**config.mk**
```make
export PLATFORM = sky130hd
export DESIGN_NAME = fsqrt_sched
export DESIGN_NICKNAME = d
export VERILOG_FILES = /design/src/rtl/fsqrt_sched.sv
export SDC_FILE = /design/constraint.sdc
export NUM_CORES = 1
export LEC_CHECK = 0
export BUFFER_PORTS_ARGS = -buffer_cell sky130_fd_sc_hd__buf_2
export CORE_UTILIZATION = 50
export DETAILED_ROUTE_END_ITERATION = 10
export HOLD_SLACK_MARGIN = 0.1
export PLACE_DENSITY = 0.8
export RECOVER_POWER = 100
export SKIP_LAST_GASP = 1
export SLEW_MARGIN = 20
export SYNTH_ARGS = -nofsm -noshare
export SYNTH_HDL_FRONTEND = slang
export SYNTH_SLANG_ARGS = --single-unit
```
**constraint.sdc**
```tcl
create_clock -name clk -period 3.3 [get_ports clk]
set_input_delay 0.165 -clock clk [delete_from_list [all_inputs] [get_ports clk]]
set_output_delay 0.165 -clock clk [all_outputs]
set_load 0.01 [all_outputs]
```
**src/rtl/fsqrt_sched.sv**
```systemverilog
// Round-robin scheduler sharing one external combinational square-root unit among NREQ requesters.
// Optional macro FSQRT_SCHED_INV_EN turns negative non-zero operands into a quiet NaN with rsp_inv set.
module fsqrt_sched #(
  parameter int NREQ  = 4,
  parameter int LAT   = 2,
  parameter int DEPTH = 2
) (
  input  logic                 clk,
  input  logic                 rst_n,
  input  logic [NREQ-1:0]      req_valid,
  input  logic [32*NREQ-1:0]   req_data,
  output logic [NREQ-1:0]      req_ready,
  output logic [31:0]          sqrt_in,
  input  logic [31:0]          sqrt_out,
  output logic                 rsp_valid,
  input  logic                 rsp_ready,
  output logic [31:0]          rsp_data,
  output logic [2:0]           rsp_id,
  output logic                 rsp_inv
);

  localparam int PW = $clog2(NREQ);
  localparam int AW = $clog2(DEPTH);
  localparam int CW = AW + 1;

  typedef enum logic {IDLE, BUSY} state_t;

  state_t          state;
  logic [3:0]      cnt;
  logic [PW-1:0]   ptr;
  logic [2:0]      tag;
  logic [AW-1:0]   wr_idx;
  logic [AW-1:0]   rd_idx;
  logic [CW-1:0]   count;

  logic [NREQ-1:0] grant_oh;
  logic [2:0]      grant_idx;
  logic [31:0]     grant_data;
  logic            grant_any;
  logic            can_issue;
  logic            handshake;
  logic            push;
  logic            pop;
  logic [31:0]     push_data;

  logic [31:0]     mem_data [DEPTH];
  logic [2:0]      mem_id   [DEPTH];

`ifdef FSQRT_SCHED_INV_EN
  logic            inv_q;
  logic            mem_inv  [DEPTH];
`endif

  // Search from the pointer to the top first, then wrap to the indices below it.
  always_comb begin
    grant_oh   = '0;
    grant_idx  = '0;
    grant_data = '0;
    grant_any  = 1'b0;
    for (int i = 0; i < NREQ; i++) begin
      if (!grant_any && req_valid[i] && (i >= int'(ptr))) begin
        grant_any   = 1'b1;
        grant_oh[i] = 1'b1;
        grant_idx   = 3'(i);
        grant_data  = req_data[32*i +: 32];
      end
    end
    for (int i = 0; i < NREQ; i++) begin
      if (!grant_any && req_valid[i] && (i < int'(ptr))) begin
        grant_any   = 1'b1;
        grant_oh[i] = 1'b1;
        grant_idx   = 3'(i);
        grant_data  = req_data[32*i +: 32];
      end
    end
  end

  // Issue only when the FIFO can absorb the result, so a push can never overflow.
  assign can_issue = rst_n && (state == IDLE) && (count < CW'(DEPTH));
  assign req_ready = can_issue ? grant_oh : '0;
  assign handshake = can_issue && grant_any;
  assign push      = (state == BUSY) && (cnt == 4'd0);
  assign rsp_valid = (count != '0);
  assign pop       = rsp_valid && rsp_ready;

`ifdef FSQRT_SCHED_INV_EN
  assign push_data = inv_q ? 32'h7FC0_0000 : sqrt_out;
  assign rsp_inv   = rsp_valid ? mem_inv[rd_idx] : 1'b0;
`else
  assign push_data = sqrt_out;
  assign rsp_inv   = 1'b0;
`endif

  assign rsp_data = rsp_valid ? mem_data[rd_idx] : '0;
  assign rsp_id   = rsp_valid ? mem_id[rd_idx]   : '0;

  always_ff @(posedge clk or negedge rst_n) begin
    if (!rst_n) begin
      state   <= IDLE;
      cnt     <= '0;
      ptr     <= '0;
      tag     <= '0;
      sqrt_in <= '0;
      wr_idx  <= '0;
      rd_idx  <= '0;
      count   <= '0;
`ifdef FSQRT_SCHED_INV_EN
      inv_q   <= 1'b0;
`endif
    end else begin
      case (state)
        IDLE: begin
          if (handshake) begin
            sqrt_in <= grant_data;
            tag     <= grant_idx;
            ptr     <= PW'((int'(grant_idx) + 1) % NREQ);
            cnt     <= 4'(LAT - 1);
            state   <= BUSY;
`ifdef FSQRT_SCHED_INV_EN
            inv_q   <= grant_data[31] && (grant_data[30:0] != 31'd0);
`endif
          end
        end
        BUSY: begin
          if (cnt == 4'd0) begin
            state <= IDLE;
          end else begin
            cnt <= cnt - 4'd1;
          end
        end
        default: state <= IDLE;
      endcase

      if (push) begin
        wr_idx <= wr_idx + 1'b1;
      end
      if (pop) begin
        rd_idx <= rd_idx + 1'b1;
      end
      case ({push, pop})
        2'b10:   count <= count + 1'b1;
        2'b01:   count <= count - 1'b1;
        default: count <= count;
      endcase
    end
  end

  // Storage needs no reset: entries are only visible while counted as occupied.
  always_ff @(posedge clk) begin
    if (push) begin
      mem_data[wr_idx] <= push_data;
      mem_id[wr_idx]   <= tag;
`ifdef FSQRT_SCHED_INV_EN
      mem_inv[wr_idx]  <= inv_q;
`endif
    end
  end

endmodule

```
==> impl_metrics.toml, run 1 <==
[routing]
wl_per_cell_um = 18.5
vias = 6858
route.detailed.drc = 0
first_pass_iters = 5
ant_nets = 0
via_per_inst = 5.89
drt_iter0_drc = 583
wl_mm = 21.6

[timing]
setup_violations = 0
finalSetupTns_ns = 0
period_needed_ns = 3.02
grt_setup_unrepaired = "false"
finalHoldViolCount = 0
worst_slew_pin_slew_ns = 1.58
hold_ws_ns = 0.112
slew_headroom_pct = -5.59
slew_viol_final = 36
fmax_ghz = 0.331
post-route-period-util_pct = 91.5
clock_skew_ns = 0.0140

[logic_synthesis]
synthMuxAreaShare_pct = 5.12
yosysTopAreaCellShare_pct = 29.9
postSynthAreaPerCell_um2 = 9.56
syn_area_um2 = 6840
ys_ff_latch = 113
synth.top_cells.by_count = "nor2_1, edfxtp_1, a31oi_1"
synth_largest_area_cell = "edfxtp_1"
synth_fa_ha_area_share_pct = 0.366
yosysWarningCount = 0
synth_xor_area_share_pct = 0.641
synth_cell_types = 39
synth_flop_cell = "edfxtp_1"
yosys-top-cells-area = "edfxtp_1, dfrtp_1, a31oi_1"
synth-simple-area-share_pct = 18.2
synth.most_common_cell = "nor2_1"
synth_seq_area_share_pct = 46.3
synth-compound-area-share_pct = 23.6
synth_edf_count = 68
synth_top_family_by_area = "compound AO/OA/AOI/OAI gates"
synthArstFlopShare_pct = 39.8
syn_inst = 715

[finish]
fillers = 1089
area_growth_pct = 34.6
multi_input_area_um2 = 3320
seqCellArea_um2 = 3170
layout.nets = 1144
drive_above_1_share_pct = 20.1
antenna_cells = 0

[global_route]
grt_pass1_vias = 6654
track_usage_pct = 31.2
gr-usage-met1_pct = 39.0
grt_pass1_wl_mm = 34.4
met3_usage_pct = 6.85
busiest_layer = "met2"
grt-ovfl-total = 0
use_met2_pct = 51.2
grt_antenna_before_repair = 0
grt_start_max_net_pins = 65

[power]
leakagePower_nw = 3.92
ir_worst_vdd_uv = 478
powerDensity_nw_per_um2 = 794

[floorplan]
dieArea_um2 = 14100
rows = 42
core-area_um2 = 13300
die_x_um = 119
die_y_um = 119
io_pins = 240
start_util_pct = 51.4

[clocking]
hold_buffers = 61
postCtsSetupRepairBufs = 0
clk_latency_ns = 0.41
cts_max_level = 4
numCtsBuffers = 17
cts_tree = "yes"
clockBufferDepth = 2
clk_pin_slew_ns = 0.05
cts-resized-gates = 0
clkSinkCount = 113
root_buffer = "clkbuf_16"

[setup_path]
worstRegToRegCells = 7
reg2reg_from = "ptr[1]"
worstPathMaxFanout = 43
r2r_slack_ns = 0.38
critical_path_class = "flop to output port"
reg2reg_to = "sqrt_in[15]"
worstPathRequired_ns = 3.13
cp.arrival_ns = 2.86
startpoint_type = "flop"
worst_setup_path_end_kind = "output port"

[outcome]
violations = "max-capacitance violations, max-slew violations"
outcome = "finished with violations"

[hold_path]
min_from = "req_data[73]"
hold-path-cell-count = 3
hold_path.class = "primary input to flop"
whs_endpoint = "sqrt_in[9]"

[placement]
routabilityCongestion = 0.884
port_buffers = 237
hpwl_mm = 13.2

[flow_run]
drv_cap = 1
## power by group
part | internal [W] | switching (W)
combinational | 0.00117 | 0.00177
sequential | 0.00195 | 0.000369
clock | 0.00135 | 0.000693
## worst max-delay path, stage by stage (launching register included)
cell	delay, ns
dfrtp_1	0.35
clkbuf_2	0.74
nor4bb_1	0.30
a41o_1	0.37
buf_4	0.26
nor2_1	0.06
nor2_1	0.18
buf_2	0.18
## metal layers
layer,wire [um],share of wire (%),up-vias
met5,0,0,-
met4,613,2.8,0
met3,2090,9.7,57
met2,10300,48,434
met1,8550,40,3181
li1,-,-,3186
## worst max-delay path by stage
stage | start | slack (ns) | depth (start not counted) | to
after floorplan | cnt[0] | 0.49 | 6 | mem_data[0][0]
after global placement | req_valid[2] | 0.87 | 7 | req_ready[0]
after detailed placement | req_valid[2] | 0.85 | 7 | req_ready[0]
after CTS | ptr[0] | 0.52 | 6 | req_ready[2]
after global routing | ptr[1] | 0.21 | 7 | req_ready[0]
final | ptr[1] | 0.28 | 7 | req_ready[0]
## state kept, by name, summed over array words and instances, names as in the netlist
register and flops:
wr_idx 1, sqrt_in 32, mem_data 64, ptr 2, cnt 4, tag 2, count 2, state 1
rd_idx 1, mem_id 4
## final cells by class
class                      instances  area share [%]
clock buffer                      18            4.66
clock inverter                    14            2.47
inverter                           7           0.286
multi-input combinational        520            36.1
sequential                       113            34.4
tap                              176            2.39
timing repair buffer             316            19.7
## through the flow
stage / std cells / util (%) / setup WS, ns / cell area [um^2] / total power [W]
6_report: 1164 / 69.2 / 0.279 / 9200 / 0.00730
5_1_grt: 1164 / 69.2 / 0.206 / 9200 / 0.00771
4_1_cts: 1164 / 70.3 / 0.523 / 9340 / 0.00740
3_5_place_dp: 1071 / 60.7 / 0.853 / 8080 / 0.00528
3_3_place_gp: 1071 / 60.7 / 0.875 / 8080 / 0.00523
2_1_floorplan: 716 / - / 0.488 / 6840 / 0.00425
## kinds of logic (layout without fill, tap and decap cells)
logic type,Yosys count,count (layout)
muxes,35,35
and+or+nand+nor,235,235
other,1,2
buffers and inverters,83,355
AOI/OAI and AO/OA,241,241
adders and majority gates,2,2
xor gates and xnor gates,5,5
DFF,113,113
## cell usage in the layout, fill, tap and decap left out, types with 17 or more instances in the layout
| master | netlist | layout |
|---|---|---|
| a21oi_1 | 34 | 34 |
| a31oi_1 | 66 | 66 |
| and2_1 | 33 | 32 |
| and3_1 | 34 | 34 |
| and3b_1 | 32 | 32 |
| buf_2 | 17 | 144 |
| clkbuf_1 | 50 | 94 |
| clkbuf_16 | 0 | 17 |
| dfrtp_1 | 45 | 44 |
| dlygate4sd3_1 | 0 | 61 |
| edfxtp_1 | 68 | 68 |
| mux2i_1 | 35 | 35 |
| nand2_1 | 38 | 38 |
| nor2_1 | 83 | 81 |
| o21a_1 | 33 | 33 |
| o21ai_0 | 35 | 35 |
| o2bb2ai_1 | 33 | 33 |
| o31ai_1 | 33 | 33 |
Note: power is estimated with default switching activity, not from simulation.
==> inputs of run 2 (changes only) <==
--- a/config.mk
+++ b/config.mk
@@ -6,6 +6,7 @@
 export NUM_CORES = 1
 export LEC_CHECK = 0
 export BUFFER_PORTS_ARGS = -buffer_cell sky130_fd_sc_hd__buf_2
+export CORE_MARGIN = 1.5
 export CORE_UTILIZATION = 50
 export DETAILED_ROUTE_END_ITERATION = 10
 export HOLD_SLACK_MARGIN = 0.1
==> constraint.sdc (replaced) <==
create_clock -name clk -period 3.5 [get_ports clk]
set_input_delay 0.175 -clock clk [delete_from_list [all_inputs] [get_ports clk]]
set_output_delay 0.175 -clock clk [all_outputs]
set_load 0.01 [all_outputs]
==> run 2 against run 1 <==
  * Global-route usage down 0.058 points
  * Via count up 0.73%
  * First-iteration DRC count up 4.3%
  * The flow still finishes with violations (max-capacitance violations, max-slew violations)
  * Clock skew up 0.00074 ns
  * Die area up 1.7%
  * Worst hold slack better by 0.0057 ns
  * Register-to-register slack better by 0.03 ns
  * Final cell count unchanged
  * Count of clock-buffer cells in the layout up 2
  * Largest cell class unchanged
  * Wire length up 3.2%
  * Worst setup slack better by 0.13 ns
==> impl_metrics.toml, run 2 (same netlist as run 1, synthesis figures left out) <==
[timing]
slew_viol_final = 106
setup_violations = 0
slew_headroom_pct = -27.4
period_needed_ns = 3.09
post-route-period-util_pct = 88.3
finalSetupTns_ns = 0
finalHoldViolCount = 0
grt_setup_unrepaired = "false"
hold_ws_ns = 0.118
clock_skew_ns = 0.0148
fmax_ghz = 0.323
worst_slew_pin_slew_ns = 1.91

[finish]
seqCellArea_um2 = 3170
largest_register_ffs = 64
final_cell_mix = "buf_2, clkbuf_1, nor2_1, edfxtp_1, a31oi_1"
layout.nets = 1144
multi_input_area_um2 = 3310
drive_above_1_share_pct = 18.3
fillers = 1082
antenna_cells = 0
top_regs = "mem_data x64, sqrt_in x32"
area_growth_pct = 32.6
regMostFlops = "mem_data"
layout_commonest_cell = "buf_2"

[setup_path]
crit_path_start = "ptr[1]"
crit_top_cell = "nor2_1"
cp_top_family = "compound AO/OA/AOI/OAI gates"
worstPathMaxFanout = 34
cp.arrival_ns = 2.92
cp_slowest_cell = "dfrtp_1"
r2r_slack_ns = 0.41
critical_path_class = "flop to output port"
cpPeakStageDelay_ns = 0.87
worstPathRequired_ns = 3.32
reg2reg_from = "ptr[1]"
startpoint_type = "flop"
cp_cell_sequence = "o21bai_2, a41o_1, nor2_1, nor2_1, clkbuf_1"
worst_setup_path_end_kind = "output port"
path_buf_inv = 1

[global_route]
grt_pass1_vias = 6828
grt-ovfl-total = 0
grt_pass1_wl_mm = 34.8
grt_start_max_net_pins = 47
track_usage_pct = 31.1
grt_antenna_before_repair = 0

[clocking]
root_buffer = "clkbuf_16"
cts-resized-gates = 0
clk_latency_ns = 0.41
numCtsBuffers = 17
clockBufferDepth = 2
postCtsSetupRepairBufs = 0
cts_max_level = 4
clkSinkCount = 113
cts_tree = "yes"
hold_buffers = 62
clk_pin_slew_ns = 0.06

[routing]
via_per_inst = 5.93
ant_nets = 0
drt_iter0_drc = 608
vias = 6908
route.detailed.drc = 0
wl_mm = 22.3
first_pass_iters = 5
wl_per_cell_um = 19.1

[placement]
hpwl_mm = 13.6
routabilityCongestion = 0.863
port_buffers = 237

[floorplan]
die_y_um = 120
rows = 42
start_util_pct = 51.4
die_x_um = 120
dieArea_um2 = 14400
io_pins = 240
core-area_um2 = 13300

[hold_path]
min_from = "req_data[81]"
hold_path.class = "primary input to flop"

[outcome]
violations = "max-capacitance violations, max-slew violations"
outcome = "finished with violations"

[power]
powerDensity_nw_per_um2 = 719
ir_worst_vdd_uv = 383
leakagePower_nw = 3.80

[flow_run]
drv_cap = 3
[run 2: power by group]
group	internal (W)	total (W)	switching, W
combinational	0.00110	0.00277	0.00167
clock	0.000960	0.00154	0.000583
sequential	0.00184	0.00221	0.000370
total	0.00390	0.00652	0.00262
[run 2: worst min-delay path, stage by stage]
cell and delay [ns]:
buf_2 0.10, a31oi_1 0.08, a21oi_1 0.13
[run 2: metrics by stage]
stage	utilization [%]	cells	cell area (um^2)	worst slack, ns	power [W]
after floorplan	-	716	6840	0.688	0.00401
after global placement	60.5	1069	8040	0.889	0.00494
after detailed placement	60.5	1069	8040	0.823	0.00498
after CTS	69.1	1163	9190	0.619	0.00659
after global routing	68.2	1164	9060	0.275	0.00691
final	68.2	1164	9060	0.409	0.00652
[run 2: final timing paths]
kind / depth (start not counted) / end
max: 5 / req_ready[0]
min: 3 / sqrt_in[17]
max reg2reg: 6 / sqrt_in[0]
min reg2reg: 0 / mem_id[0][0]
max in group asynchronous: 3 / rd_idx
min in group asynchronous: 3 / sqrt_in[22]
[run 2: layout make-up]
type | count | area share, %
inverters | 7 | 0.290
multi-input cells | 520 | 36.5
well taps | 176 | 2.43
flip-flops and latches | 113 | 35.0
clock buffers | 20 | 4.82
repair buffers | 316 | 20.0
clock inverters | 12 | 1.04
[run 2: routing by layer]
layer  GRT usage [%]  part of all wire, %  vias to the layer above  wire (um)
met2            52.1                   50                      432      11100
met4            12.7                  2.1                        0        463
met3            9.22                  9.8                       47       2190
met5               0                    0                        -          0
li1                -                    -                     3183          -
met1            37.4                   38                     3246       8560
==> inputs of run 3 (changes only) <==
--- a/config.mk
+++ b/config.mk
@@ -7,10 +7,10 @@
 export LEC_CHECK = 0
 export BUFFER_PORTS_ARGS = -buffer_cell sky130_fd_sc_hd__buf_2
 export CORE_MARGIN = 1.5
-export CORE_UTILIZATION = 50
+export CORE_UTILIZATION = 46
 export DETAILED_ROUTE_END_ITERATION = 10
 export HOLD_SLACK_MARGIN = 0.1
-export PLACE_DENSITY = 0.8
+export PLACE_DENSITY = 0.77
 export RECOVER_POWER = 100
 export SKIP_LAST_GASP = 1
 export SLEW_MARGIN = 20
==> constraint.sdc (replaced) <==
create_clock -name clk -period 2.65 [get_ports clk]
set_input_delay 0.1325 -clock clk [delete_from_list [all_inputs] [get_ports clk]]
set_output_delay 0.1325 -clock clk [all_outputs]
set_load 0.01 [all_outputs]
==> run 3 against run 2 <==
  * The run now ends clean
  * Via count fell by 0.45%
  * Highest routed layer is now met5
  * Largest power group unchanged
  * Power rose by 34%
  * Die area rose by 8.5%
  * Critical endpoint is now req_ready[3]
  * Cell area rose by 1.9%
  * Global-route usage fell by 2.2 points
  * Clock skew fell by 0.0045 ns
==> impl_metrics.toml, run 3 (same netlist as run 1, synthesis figures left out) <==
[timing]
finalHoldViolCount = 0
finalSetupTns_ns = 0
grt_setup_unrepaired = "false"
slew_headroom_pct = 15.2
clock_skew_ns = 0.0103
post-route-period-util_pct = 94.3
setup_violations = 0
worst_slew_pin_slew_ns = 1.27
hold_ws_ns = 0.128
period_needed_ns = 2.50
fmax_ghz = 0.400
slew_viol_final = 0

[global_route]
track_usage_pct = 28.9
grt_start_max_net_pins = 46
grt_pass1_vias = 6665
grt_antenna_before_repair = 2
grt_pass1_wl_mm = 35.6
grt-ovfl-total = 0

[setup_path]
critical_path_class = "flop to output port"
cp.arrival_ns = 2.37
worstPathMaxFanout = 15
reg2reg_to = "sqrt_in[31]"
worstRegToRegCells = 7
worstPathRequired_ns = 2.52
reg2reg_from = "ptr[1]"
r2r_slack_ns = 0.19
worst_setup_path_end_kind = "output port"
startpoint_type = "flop"

[clocking]
clockBufferDepth = 2
numCtsBuffers = 17
clk_latency_ns = 0.42
cts_max_level = 4
hold_buffers = 66
root_buffer = "clkbuf_16"
cts_tree = "yes"
clkSinkCount = 113
clk_pin_slew_ns = 0.06
cts-resized-gates = 0
postCtsSetupRepairBufs = 0

[floorplan]
io_pins = 240
start_util_pct = 47.0
die_x_um = 125
dieArea_um2 = 15600
die_y_um = 125
rows = 44
core-area_um2 = 14500

[finish]
largest_register_ffs = 64
utilization_pct = 63.6
layout_commonest_cell = "buf_2"
antenna_cells = 0
final_cell_mix = "buf_2, clkbuf_1, nor2_1, edfxtp_1"
area_growth_pct = 35.2
top_regs = "mem_data x64, sqrt_in x32"
final_cells = 1189
drive_above_1_share_pct = 20.7
layout.nets = 1162
regMostFlops = "mem_data"
fillers = 1255

[power]
internal_power_w = 0.00526
pwr-share-clk_pct = 23.9
power_frac_comb_pct = 44.1
seqPwrFrac_pct = 32.0
powerDensity_nw_per_um2 = 949
swShare_pct = 40.1
leakagePower_nw = 3.93
ir_worst_vdd_uv = 554
power_w = 0.00877
power_switching_w = 0.00351

[routing]
via_per_inst = 5.78
wl_mm = 22.3
wl_per_cell_um = 18.8
drt_iter0_drc = 570
ant_nets = 0
route.detailed.drc = 0
first_pass_iters = 7
vias = 6877

[hold_path]
whs_endpoint = "sqrt_in[1]"
hold-path-cell-count = 4
hold_path.class = "primary input to flop"
min_from = "req_data[1]"

[placement]
place_inst = 1092
hpwl_mm = 14.8
port_buffers = 237
routabilityCongestion = 0.867

[outcome]
outcome = "complete, no violations"

[flow_run]
drv_cap = 0
[run 3: routing by layer]
metal | routed length (um) | vias to the layer above | track usage, %
li1 | - | 3214 | -
met1 | 9340 | 3240 | 37.8
met2 | 10500 | 373 | 46.3
met3 | 1970 | 48 | 8.08
met4 | 537 | 2 | 9.96
met5 | 11 | - | 0
[run 3: final cells by class]
cell class | instances | area, um^2 | area share (%)
Multi-Input combinational cell | 520 | 3320 | 35.9
Clock inverter | 14 | 116 | 1.26
Timing Repair Buffer | 334 | 1960 | 21.2
Sequential cell | 113 | 3170 | 34.3
Tap cell | 184 | 230 | 2.49
Inverter | 7 | 26.3 | 0.284
Clock buffer | 17 | 425 | 4.60
[run 3: worst max path at each step]
stage	from	slack [ns]	cells after the start	end
2_1_floorplan	cnt[0]	0.40	6	mem_data[0][0]
3_5_place_dp	req_valid[2]	0.50	6	req_ready[0]
6_report	ptr[1]	0.15	7	req_ready[3]
5_1_grt	ptr[1]	0.01	7	req_ready[3]
4_1_cts	ptr[1]	0.12	5	req_ready[0]
3_3_place_gp	req_valid[2]	0.44	6	req_ready[0]
[run 3: critical path: stages, from the launching register on]
cell,delay (ns)
dfrtp_1,0.44
buf_4,0.26
nand2b_1,0.13
a21o_1,0.41
buf_4,0.26
nand3_1,0.14
nor2_1,0.13
clkbuf_2,0.17
[run 3: power groups by stage]
| stage | logic [W] | clock network, W | registers, W |
|---|---|---|---|
| final | 0.00387 | 0.00209 | 0.00281 |
| after global routing | 0.00424 | 0.00221 | 0.00287 |
| after CTS | 0.00400 | 0.00212 | 0.00280 |
| after detailed placement | 0.00391 | 0 | 0.00282 |
| after global placement | 0.00386 | 0 | 0.00280 |
| after floorplan | 0.00252 | 0 | 0.00278 |
[run 3: metrics by stage]
stage / worst slack, ns / instance area (um^2)
detailed placement: 0.500 / 8200
global placement: 0.442 / 8200
global route: 0.0127 / 9240
floorplan: 0.397 / 6840
CTS: 0.120 / 9400
finish: 0.152 / 9240
